<file path="src/rtl/mem_arbiter_if.sv">
// Bundle of the requester-side and memory-side handshakes of the arbiter.
// master = the arbiter itself, slave = the requesters plus memory around it.
interface mem_arbiter_if #(
   parameter int NUM_CH = 2,
   parameter int ADDR_W = 32,
   parameter int DATA_W = 32
);
   logic [NUM_CH-1:0]          req_valid;
   logic [NUM_CH-1:0]          req_ready;
   logic [NUM_CH*ADDR_W-1:0]   req_addr;
   logic [NUM_CH-1:0]          req_wen;
   logic [NUM_CH*DATA_W-1:0]   req_wdata;
   logic [NUM_CH*DATA_W/8-1:0] req_wmask;
   logic [NUM_CH-1:0]          resp_valid;
   logic [DATA_W-1:0]          resp_rdata;
   logic                       resp_err;
   logic                       mem_req_valid;
   logic                       mem_req_ready;
   logic [ADDR_W-1:0]          mem_addr;
   logic                       mem_wen;
   logic [DATA_W-1:0]          mem_wdata;
   logic [DATA_W/8-1:0]        mem_wmask;
   logic                       mem_resp_valid;
   logic [DATA_W-1:0]          mem_rdata;

   modport master (
      input  req_valid, req_addr, req_wen, req_wdata, req_wmask,
             mem_req_ready, mem_resp_valid, mem_rdata,
      output req_ready, resp_valid, resp_rdata, resp_err,
             mem_req_valid, mem_addr, mem_wen, mem_wdata, mem_wmask
   );

   modport slave (
      output req_valid, req_addr, req_wen, req_wdata, req_wmask,
             mem_req_ready, mem_resp_valid, mem_rdata,
      input  req_ready, resp_valid, resp_rdata, resp_err,
             mem_req_valid, mem_addr, mem_wen, mem_wdata, mem_wmask
   );
endinterface

</file>
<file path="src/rtl/mem_arbiter.sv">
// Round-robin arbiter putting NUM_CH requesters onto one memory port, one
// transaction at a time, with a response watchdog for a silent memory.
module mem_arbiter #(
   parameter int NUM_CH  = 2,
   parameter int ADDR_W  = 32,
   parameter int DATA_W  = 32,
   parameter int TIMEOUT = 255
) (
   input logic           clk,
   input logic           rst,
   mem_arbiter_if.master bus
);
   localparam int MW = DATA_W / 8;
   localparam int CW = (NUM_CH > 1) ? $clog2(NUM_CH) : 1;
   localparam int TW = (TIMEOUT > 0) ? $clog2(TIMEOUT + 1) : 1;

   typedef enum logic [1:0] {IDLE, REQ, WAIT} state_t;

   state_t              state_q, state_d;
   logic [CW-1:0]       rr_q, rr_d, gnt_q, gnt_d;
   logic [ADDR_W-1:0]   addr_q, addr_d;
   logic                wen_q, wen_d;
   logic [DATA_W-1:0]   wdata_q, wdata_d;
   logic [MW-1:0]       wmask_q, wmask_d;
   logic [TW-1:0]       timer_q, timer_d;
   logic [NUM_CH-1:0]   resp_valid_q, resp_valid_d;
   logic [DATA_W-1:0]   rdata_q, rdata_d;
   logic                err_q, err_d;

   logic                found;
   logic [CW-1:0]       pick, idx, rr_nxt;
   logic [ADDR_W-1:0]   ch_addr  [NUM_CH];
   logic [DATA_W-1:0]   ch_wdata [NUM_CH];
   logic [MW-1:0]       ch_wmask [NUM_CH];

   for (genvar i = 0; i < NUM_CH; i++) begin : g_unpack
      assign ch_addr[i]  = bus.req_addr[i*ADDR_W +: ADDR_W];
      assign ch_wdata[i] = bus.req_wdata[i*DATA_W +: DATA_W];
      assign ch_wmask[i] = bus.req_wmask[i*MW +: MW];
   end

   // Pointer after the channel just served; constant 0 when NUM_CH=1.
   assign rr_nxt = CW'((int'(gnt_q) + 1) % NUM_CH);

   // First valid channel, searching upward from the round-robin pointer.
   always_comb begin
      found = 1'b0;
      pick  = '0;
      idx   = '0;
      for (int i = 0; i < NUM_CH; i++) begin
         idx = CW'((int'(rr_q) + i) % NUM_CH);
         if (!found && bus.req_valid[idx]) begin
            found = 1'b1;
            pick  = idx;
         end
      end
   end

   // Next-state logic and the combinational grant.
   always_comb begin
      state_d       = state_q;
      rr_d          = rr_q;
      gnt_d         = gnt_q;
      addr_d        = addr_q;
      wen_d         = wen_q;
      wdata_d       = wdata_q;
      wmask_d       = wmask_q;
      timer_d       = timer_q;
      resp_valid_d  = '0;
      rdata_d       = rdata_q;
      err_d         = err_q;
      bus.req_ready = '0;
      case (state_q)
         IDLE: begin
            // Gated by rst so no requester sees a grant that reset discards.
            if (found && !rst) begin
               bus.req_ready[pick] = 1'b1;
               gnt_d   = pick;
               addr_d  = ch_addr[pick];
               wen_d   = bus.req_wen[pick];
               wdata_d = ch_wdata[pick];
               wmask_d = ch_wmask[pick];
               state_d = REQ;
            end
         end
         REQ: begin
            if (bus.mem_req_ready) begin
               timer_d = '0;
               state_d = WAIT;
            end
         end
         WAIT: begin
            if (bus.mem_resp_valid) begin
               resp_valid_d[gnt_q] = 1'b1;
               rdata_d = bus.mem_rdata;
               err_d   = 1'b0;
               rr_d    = rr_nxt;
               state_d = IDLE;
            end else if (TIMEOUT != 0 && timer_q == TW'(TIMEOUT - 1)) begin
               resp_valid_d[gnt_q] = 1'b1;
               rdata_d = '0;
               err_d   = 1'b1;
               rr_d    = rr_nxt;
               state_d = IDLE;
            end else if (timer_q != '1) begin
               timer_d = timer_q + 1'b1;
            end
         end
         default: state_d = IDLE;
      endcase
   end

   // State and datapath registers; reset aborts any transaction in flight.
   always_ff @(posedge clk) begin
      if (rst) begin
         state_q      <= IDLE;
         rr_q         <= '0;
         gnt_q        <= '0;
         addr_q       <= '0;
         wen_q        <= 1'b0;
         wdata_q      <= '0;
         wmask_q      <= '0;
         timer_q      <= '0;
         resp_valid_q <= '0;
         rdata_q      <= '0;
         err_q        <= 1'b0;
      end else begin
         state_q      <= state_d;
         rr_q         <= rr_d;
         gnt_q        <= gnt_d;
         addr_q       <= addr_d;
         wen_q        <= wen_d;
         wdata_q      <= wdata_d;
         wmask_q      <= wmask_d;
         timer_q      <= timer_d;
         resp_valid_q <= resp_valid_d;
         rdata_q      <= rdata_d;
         err_q        <= err_d;
      end
   end

   assign bus.mem_req_valid = (state_q == REQ);
   assign bus.mem_addr      = addr_q;
   assign bus.mem_wen       = wen_q;
   assign bus.mem_wdata     = wdata_q;
   assign bus.mem_wmask     = wmask_q;
   assign bus.resp_valid    = resp_valid_q;
   assign bus.resp_rdata    = rdata_q;
   assign bus.resp_err      = err_q;
endmodule

</file>
<file path="src/flat_wrapper.sv">
// flat-port wrapper written by rule: the top's interface ports become plain ports
module mem_arbiter_flat 
#(
   parameter int NUM_CH  = 2,
   parameter int ADDR_W  = 32,
   parameter int DATA_W  = 32,
   parameter int TIMEOUT = 255
)
  (clk, rst, bus_req_valid, bus_req_addr, bus_req_wen, bus_req_wdata, bus_req_wmask, bus_mem_req_ready, bus_mem_resp_valid, bus_mem_rdata, bus_req_ready, bus_resp_valid, bus_resp_rdata, bus_resp_err, bus_mem_req_valid, bus_mem_addr, bus_mem_wen, bus_mem_wdata, bus_mem_wmask);
  mem_arbiter_if #(.NUM_CH(NUM_CH), .ADDR_W(ADDR_W), .DATA_W(DATA_W)) bus_i ();
  input logic clk;
  input logic rst;
  input wire logic [$bits(bus_i.req_valid)-1:0] bus_req_valid;
  input wire logic [$bits(bus_i.req_addr)-1:0] bus_req_addr;
  input wire logic [$bits(bus_i.req_wen)-1:0] bus_req_wen;
  input wire logic [$bits(bus_i.req_wdata)-1:0] bus_req_wdata;
  input wire logic [$bits(bus_i.req_wmask)-1:0] bus_req_wmask;
  input wire logic [$bits(bus_i.mem_req_ready)-1:0] bus_mem_req_ready;
  input wire logic [$bits(bus_i.mem_resp_valid)-1:0] bus_mem_resp_valid;
  input wire logic [$bits(bus_i.mem_rdata)-1:0] bus_mem_rdata;
  output wire logic [$bits(bus_i.req_ready)-1:0] bus_req_ready;
  output wire logic [$bits(bus_i.resp_valid)-1:0] bus_resp_valid;
  output wire logic [$bits(bus_i.resp_rdata)-1:0] bus_resp_rdata;
  output wire logic [$bits(bus_i.resp_err)-1:0] bus_resp_err;
  output wire logic [$bits(bus_i.mem_req_valid)-1:0] bus_mem_req_valid;
  output wire logic [$bits(bus_i.mem_addr)-1:0] bus_mem_addr;
  output wire logic [$bits(bus_i.mem_wen)-1:0] bus_mem_wen;
  output wire logic [$bits(bus_i.mem_wdata)-1:0] bus_mem_wdata;
  output wire logic [$bits(bus_i.mem_wmask)-1:0] bus_mem_wmask;
  assign bus_i.req_valid = bus_req_valid;
  assign bus_i.req_addr = bus_req_addr;
  assign bus_i.req_wen = bus_req_wen;
  assign bus_i.req_wdata = bus_req_wdata;
  assign bus_i.req_wmask = bus_req_wmask;
  assign bus_i.mem_req_ready = bus_mem_req_ready;
  assign bus_i.mem_resp_valid = bus_mem_resp_valid;
  assign bus_i.mem_rdata = bus_mem_rdata;
  assign bus_req_ready = bus_i.req_ready;
  assign bus_resp_valid = bus_i.resp_valid;
  assign bus_resp_rdata = bus_i.resp_rdata;
  assign bus_resp_err = bus_i.resp_err;
  assign bus_mem_req_valid = bus_i.mem_req_valid;
  assign bus_mem_addr = bus_i.mem_addr;
  assign bus_mem_wen = bus_i.mem_wen;
  assign bus_mem_wdata = bus_i.mem_wdata;
  assign bus_mem_wmask = bus_i.mem_wmask;
  mem_arbiter #(.NUM_CH(NUM_CH), .ADDR_W(ADDR_W), .DATA_W(DATA_W), .TIMEOUT(TIMEOUT)) u_core (.clk(clk), .rst(rst), .bus(bus_i));
endmodule
</file>
<file path="config.mk">
export PLATFORM = sky130hd
export DESIGN_NAME = mem_arbiter_flat
export DESIGN_NICKNAME = d
export VERILOG_FILES = /design/src/rtl/mem_arbiter_if.sv /design/src/rtl/mem_arbiter.sv /design/src/flat_wrapper.sv
export SDC_FILE = /design/constraint.sdc
export NUM_CORES = 1
export LEC_CHECK = 0
export CORE_MARGIN = 5
export CORE_UTILIZATION = 34
export DETAILED_ROUTE_END_ITERATION = 16
export GPL_TIMING_DRIVEN = 0
export PLACE_DENSITY_LB_ADDON = 0.2
export SYNTH_ARGS = -nofsm -noshare
export SYNTH_HDL_FRONTEND = slang
export SYNTH_SLANG_ARGS = --single-unit
</file>
<file path="constraint.sdc">
create_clock -name clk -period 2.55 [get_ports clk]
set_input_delay 0.765 -clock clk [delete_from_list [all_inputs] [get_ports clk]]
set_output_delay 0.765 -clock clk [all_outputs]
set_load 0.05 [all_outputs]
</file>
==> out/results.tsv, run 1 <==
metric	value	unit
hold-path-cell-count	1	
pre_repair_dr_iteration_count	4	
drt.antenna.violating_nets	0	
yosys.area_share.xor_xnor	0.556	%
synth-edff-count	0	
critical_path.endpoint_type	output pin	
deepest_level_of_the_cts_h_tree	4	
grt_use_total	20.1	%
grt_start_max_net_pins	17	
min_period_over_period	98.0	%
synthTopCellsByArea	sky130_fd_sc_hd__dfxtp_1 (49%), sky130_fd_sc_hd__mux2i_1 (15%), sky130_fd_sc_hd__a211oi_1 (11%)	
worst_path_max_delay_cell	sky130_fd_sc_hd__nor4_4	
areaGrowthSynthToFinish	79.0	%
cts_hold_buf	0	
clkSinkCount	116	
maxSlewViolCount	0	
min_path_type	reg2reg	
tightestPinTransition	569	ps
synth.mux.area_fraction	15.1	%
fillCellCount	1205	
r2r_start	u_core.timer_q[0]	
place_ws	-1430	ps
post_synthesis_sequential_element_count	116	
critPathMaxStageDelay	360	ps
critical_path_required	1790	ps
synthesis.area_per_instance	10.1	um^2
finalNonFillerCells	964	
cellLeakagePower	3.45	nW
largest_family_of_logic_cells_by_synthesized_area	compound AO/OA/AOI/OAI gates	
globalRouteMet2Util	35.6	%
grt_antenna_before_repair	0	
synthesis.area	4730	um^2
finalHoldViolCount	0	
synth_simple_gate_area_share	10.9	%
totalWireLength	16.7	mm
num_io_pins	283	
antenna_cells_inserted	0	
finalCriticalPeriod	2500	ps
chipHeight	128	um
post_drt_via_cell_ratio	4.97	
core_region_area	13800	um^2
synth_cell_type_count	36	
initialDrtViolationCount	132	
r2r_slack	500	ps
drv.max_cap_violation_count	0	
pwr_density_cell	700	nW/um^2
cts_tree	built	
synth_most_common_cell	sky130_fd_sc_hd__dfxtp_1	
layout_skew	5.26	ps
detailedPlacementHpwl	13.3	mm
critPathKind	in2out	
die_area	16400	um^2
place_inst	928	
synth-adder-area-share	0.530	%
fmaxAchievable	400	MHz
power.ir.vdd_worst	0.000480	V
grt_pass1_vias	5018	
gr-total-overflow	0	
grt_first_pass_wirelength	25.6	mm
synth-compound-area-share	19.8	%
cp_num_buf_inv	4	
die_width	128	um
outcome	completed	
critical_path_arrival	1730	ps
cpMostUsedCell	sky130_fd_sc_hd__buf_6	
critPathMaxFanout	10	
timing.critical_path.max_delay_family	buffers and inverters	
insertion_delay_of_the_later_clocked_pin_in_the_worst_skew_pair	410	ps
postSynth.asyncResetShare	0	%
synthTopCellsByCount	sky130_fd_sc_hd__dfxtp_1 (116), sky130_fd_sc_hd__nor2_1 (77), sky130_fd_sc_hd__a211oi_1 (72)	
global_route.usage.met1	21.4	%
post_route_cells_drive_above_1_share	8.55	%
path_cells	buf_12, nor4_4, buf_6, nand2b_1, inv_1, buf_6	
vias_post_dr	4795	
clock-root-buffer	sky130_fd_sc_hd__clkbuf_16	
clkTransAtPathRegs	50	ps
holdPathEnd	u_core.bus.resp_valid[0]	
synth_cells	467	
ctsLongestPathBuffers	2	
floorplan.initialDensity	34.3	%
drt_drc_violations_left	0	
timing.critical_path.from_type	input pin	
synth.yosys.seq_area_share	49.1	%
synth-warning-count	0	
cts_buffer_count	17	
worst_r2r_path_depth	6	
rsz0062_at_grt	no	
hold_path.startpoint	u_core.gnt_q	
worst_setup_margin	51.3	ps
final_setup_violation_count	0	
final_worst_hold_slack	473	ps
fin_util	61.4	%
postSynthNetCount	645	
worstReg2RegEnd	u_core.bus.resp_rdata[28]	
buffer_ports.inserted	281	
yosys_most_used_dff	sky130_fd_sc_hd__dfxtp_1	
detail_route.wl_per_cell	17.3	um
synthDominantAreaCellType	sky130_fd_sc_hd__dfxtp_1	
final_setup_tns	0	ps
place_congestion	0.865	
synth.top_cell.area_share	49.1	%
timing.max_slew.rel_slack	62.0	%
top_usage_layer	met2	
layout.nets	949	
rows	43	
globalRouteMet3Util	7.75	%
==> cell usage in the layout, fill, tap and decap left out, types with 2 or more instances in the layout <==
master                            instances
sky130_fd_sc_hd__dfxtp_1                116
sky130_fd_sc_hd__clkinv_2                 4
sky130_fd_sc_hd__buf_1                    2
sky130_fd_sc_hd__nand2b_1                 3
sky130_fd_sc_hd__and3_1                   3
sky130_fd_sc_hd__a21oi_1                  7
sky130_fd_sc_hd__buf_6                    5
sky130_fd_sc_hd__clkbuf_1                18
sky130_fd_sc_hd__bufinv_16                3
sky130_fd_sc_hd__buf_2                   17
sky130_fd_sc_hd__nand4_1                  4
sky130_fd_sc_hd__a211oi_1                72
sky130_fd_sc_hd__inv_1                    4
sky130_fd_sc_hd__a22o_1                  32
sky130_fd_sc_hd__nand3_1                  4
sky130_fd_sc_hd__clkbuf_16               17
sky130_fd_sc_hd__buf_4                    5
sky130_fd_sc_hd__nor2_1                  76
sky130_fd_sc_hd__clkbuf_8                 4
sky130_fd_sc_hd__ha_1                     2
sky130_fd_sc_hd__mux2i_1                 69
sky130_fd_sc_hd__o2111ai_1                2
sky130_fd_sc_hd__mux2_2                   2
sky130_fd_sc_hd__clkdlybuf4s50_1        276
sky130_fd_sc_hd__and2_1                   2
sky130_fd_sc_hd__nand2_1                  8
sky130_fd_sc_hd__xor2_1                   3
sky130_fd_sc_hd__clkinvlp_4               2
==> worst max path at each step <==
stage,startpoint,end,cells after the start
3_5_place_dp,bus_req_valid[0],bus_req_ready[0],7
3_3_place_gp,bus_req_valid[0],bus_req_ready[0],7
6_report,rst,bus_req_ready[1],6
5_1_grt,rst,bus_req_ready[1],6
2_1_floorplan,rst,bus_req_ready[0],5
4_1_cts,bus_req_valid[1],bus_req_ready[0],7
==> cell type report <==
class | instances | area [um^2] | share of cell area (%)
well taps | 180 | 225 | 2.66
repair buffers | 286 | 2860 | 33.8
clock buffers | 23 | 488 | 5.77
plain buffers | 39 | 203 | 2.40
clock inverters | 9 | 125 | 1.48
flip-flops and latches | 116 | 2320 | 27.5
multi-input cells | 307 | 2220 | 26.3
inverters | 4 | 15.0 | 0.177
==> where the power goes <==
group	switching (mW)	internal [mW]	leakage (nW)
Clock	0.805	1.63	0.299
Sequential	0.0733	1.95	0.949
Combinational	0.836	0.629	2.21
==> logic make-up (layout without fill, tap and decap cells) <==
family	Yosys count	count (layout)
muxes	71	71
xor gates and xnor gates	3	3
and+or+nand+nor	111	111
buffers and inverters	44	361
DFF	116	116
AOI/OAI and AO/OA	120	120
adders and majority gates	2	2
==> per-stage QoR <==
step / instance area, um^2 / power (mW)
floorplan: 4730 / 2.86
global placement: 7770 / 3.49
detailed placement: 7770 / 3.51
CTS: 8450 / 5.99
global route: 8460 / 6.17
finish: 8460 / 5.92
==> routing by layer <==
| metal | up-vias | part of all wire, % |
|---|---|---|
| li1 | 2336 | - |
| met1 | 2209 | 38 |
| met3 | 25 | 10 |
| met5 | - | 0 |
| met2 | 225 | 50 |
| met4 | 0 | 1.8 |
==> flip-flops by register name, indices dropped and copies added, names as in the netlist <==
name / count
u_core.bus.resp_rdata: 32
u_core.timer_q: 8
u_core.bus.mem_wmask: 4
u_core.bus.mem_addr: 32
u_core.rr_q: 1
u_core.state_q: 2
u_core.gnt_q: 1
u_core.bus.mem_wdata: 32
u_core.bus.resp_valid: 2
u_core.bus.mem_wen: 1
u_core.bus.resp_err: 1
==> what timing repair did <==
action                                  4_1_cts  5_1_grt
pin swaps                                     1        1
buffers inserted                              4        1
gates resized for setup                      37        4
endpoints found under the setup margin        3        1
Note: power is estimated with default switching activity, not from simulation.
==> run 2: changes to the inputs <==
- CORE_ASPECT_RATIO: default -> 0.7
- GPL_TIMING_DRIVEN: 0 -> default
==> run 2 against run 1 <==
Net effect:
- non-clock buffer count down 28
- first-iteration DRC count up 17%
- critical path depth unchanged
- design area down 0.99%
- clock power down 3%
- largest power group unchanged
- worst setup slack better by 100 ps
- sequential power about the same
- largest cell class unchanged
- routed wire length down 10%
- flip-flop and latch count unchanged
- critical path type unchanged
==> out/results.tsv, run 2 (synthesis gave the netlist of run 1 again) <==
metric	value	unit
place_ws	-281	ps
floorplan.initialDensity	34.3	%
layout_skew	10.2	ps
clock-root-buffer	sky130_fd_sc_hd__clkbuf_16	
initialDrtViolationCount	155	
net-switching-power	1.69	mW
tightestPinTransition	734	ps
m1WireLength	6.08	mm
clkTransAtPathRegs	60	ps
pwr-share-clk	40.8	%
layout.nets	921	
critical_path_required	1790	ps
antenna_cells_inserted	0	
detailroute.wirelength.met2	7.39	mm
vias_post_dr	4468	
grt_pass1_vias	4596	
critical_path_arrival	1630	ps
gr-total-overflow	0	
rsz0062_at_grt	no	
clkSinkCount	116	
maxSlewViolCount	0	
fmaxAchievable	417	MHz
multi_input_area	2240	um^2
leading_cell_type_in_the_layout_fill_and_taps_excluded	sky130_fd_sc_hd__clkdlybuf4s50_1	
min_period_over_period	93.9	%
worst_path_max_delay_cell	sky130_fd_sc_hd__nor4_4	
timing.max_slew.rel_slack	51.1	%
finalCriticalPeriod	2400	ps
critPathMaxFanout	3	
pre_repair_dr_iteration_count	4	
share_comb_of_total_power	24.5	%
drt.antenna.violating_nets	0	
min_path_type	reg2reg	
detail_route.wl_per_cell	15.8	um
pwr_density_cell	694	nW/um^2
core_region_area	13800	um^2
insertion_delay_of_the_later_clocked_pin_in_the_worst_skew_pair	400	ps
cts_hold_buf	0	
grt_start_max_net_pins	78	
outcome	completed	
areaGrowthSynthToFinish	77.2	%
finalHoldViolCount	0	
drv.max_cap_violation_count	0	
share_seq_of_total_power	34.7	%
most_used_cells_in_the_layout_excluding_fill_and_tap_cells	sky130_fd_sc_hd__clkdlybuf4s50_1 (276), sky130_fd_sc_hd__dfxtp_1 (116), sky130_fd_sc_hd__nor2_1 (76)	
final_setup_violation_count	0	
internal_power	4.12	mW
die_area	16400	um^2
detailedPlacementHpwl	11.6	mm
die_width	151	um
worst_r2r_path_depth	6	
detailroute.wirelength.met3	1.27	mm
drt_drc_violations_left	0	
place_inst	914	
deepest_level_of_the_cts_h_tree	4	
finalNonFillerCells	945	
place_congestion	0.796	
critPathKind	in2out	
buffer_ports.inserted	282	
power.ir.vdd_worst	0.000384	V
path_cells	clkbuf_2, nor2_4, nor4_4, buf_4, and2_4, buf_12	
hold-path-cell-count	1	
totalWireLength	15.0	mm
grt_antenna_before_repair	0	
placement.cell_area	7780	um^2
grt_first_pass_wirelength	23.0	mm
post_route_cells_drive_above_1_share	7.95	%
worst_setup_margin	154	ps
cellLeakagePower	3.38	nW
postLayoutCellArea	8380	um^2
grt_use_total	17.8	%
post-cts-setup-buffer-count	0	
flip_flop_and_latch_area	2320	um^2
post_drt_via_cell_ratio	4.73	
rows	36	
timing.critical_path.from_type	input pin	
cts_tree	built	
chipHeight	109	um
cts_buffer_count	17	
ctsLongestPathBuffers	2	
critPathMaxStageDelay	250	ps
totalPowerFinal	5.82	mW
critical_path.endpoint_type	output pin	
fillCellCount	1200	
route.top_layer_used	met4	
num_io_pins	283	
switching_share_of_power	29.1	%
## run 2: worst paths after layout
path / from / end / slack (ps)
hold reg to reg: u_core.bus.resp_rdata[19] / u_core.bus.resp_rdata[19] / 480
setup reg to reg: u_core.timer_q[0] / u_core.timer_q[5] / 710
hold / removal: u_core.bus.resp_rdata[19] / u_core.bus.resp_rdata[19] / 480
setup / recovery: bus_req_valid[1] / bus_req_ready[0] / 150
## run 2: per-layer routing
layer	global-route usage (%)	vias up
li1	-	2279
met1	20.6	2032
met2	30.5	141
met3	6.73	16
met4	5.95	0
met5	0	-
## run 2: power groups by stage
stage          registers (mW)  logic (mW)  clock network [mW]
2_1_floorplan            2.48       0.382                   0
5_1_grt                  2.04        1.51                2.52
6_report                 2.02        1.42                2.37
3_3_place_gp             2.05        1.42                   0
4_1_cts                  2.02        1.44                2.43
3_5_place_dp             2.06        1.43                   0
## run 2: layout make-up
class | instances | share of cell area (%)
Timing Repair Buffer | 297 | 35.4
Sequential cell | 116 | 27.7
Multi-Input combinational cell | 307 | 26.7
Clock buffer | 19 | 5.29
Tap cell | 190 | 2.84
Clock inverter | 12 | 1.87
Inverter | 4 | 0.179
## run 2: timing repair
action                                  in CTS  in global routing
pin swaps                                    1                  1
resized for setup                            3                  5
endpoints found under the setup margin       2                  1
## run 2: stage by stage
stage               TNS (ps)  hold slack, ps  utilization, %
floorplan                  0             435               -
global placement       -5590             460            56.4
detailed placement     -9430             465            56.4
CTS                        0             478            60.8
global route               0             495            60.8
finish                     0             479            60.8
## run 2: critical path: cells and delay by family
kind / cells / cell delay [ps]
simple gates: 3 / 460
buf+inv: 3 / 410
==> run 3: changes to the inputs <==
- ABC_CLOCK_PERIOD_IN_PS: default -> 2550
==> results of run 3 <==
Same layout as run 2: the final DEF is identical, and so are final timing and power.
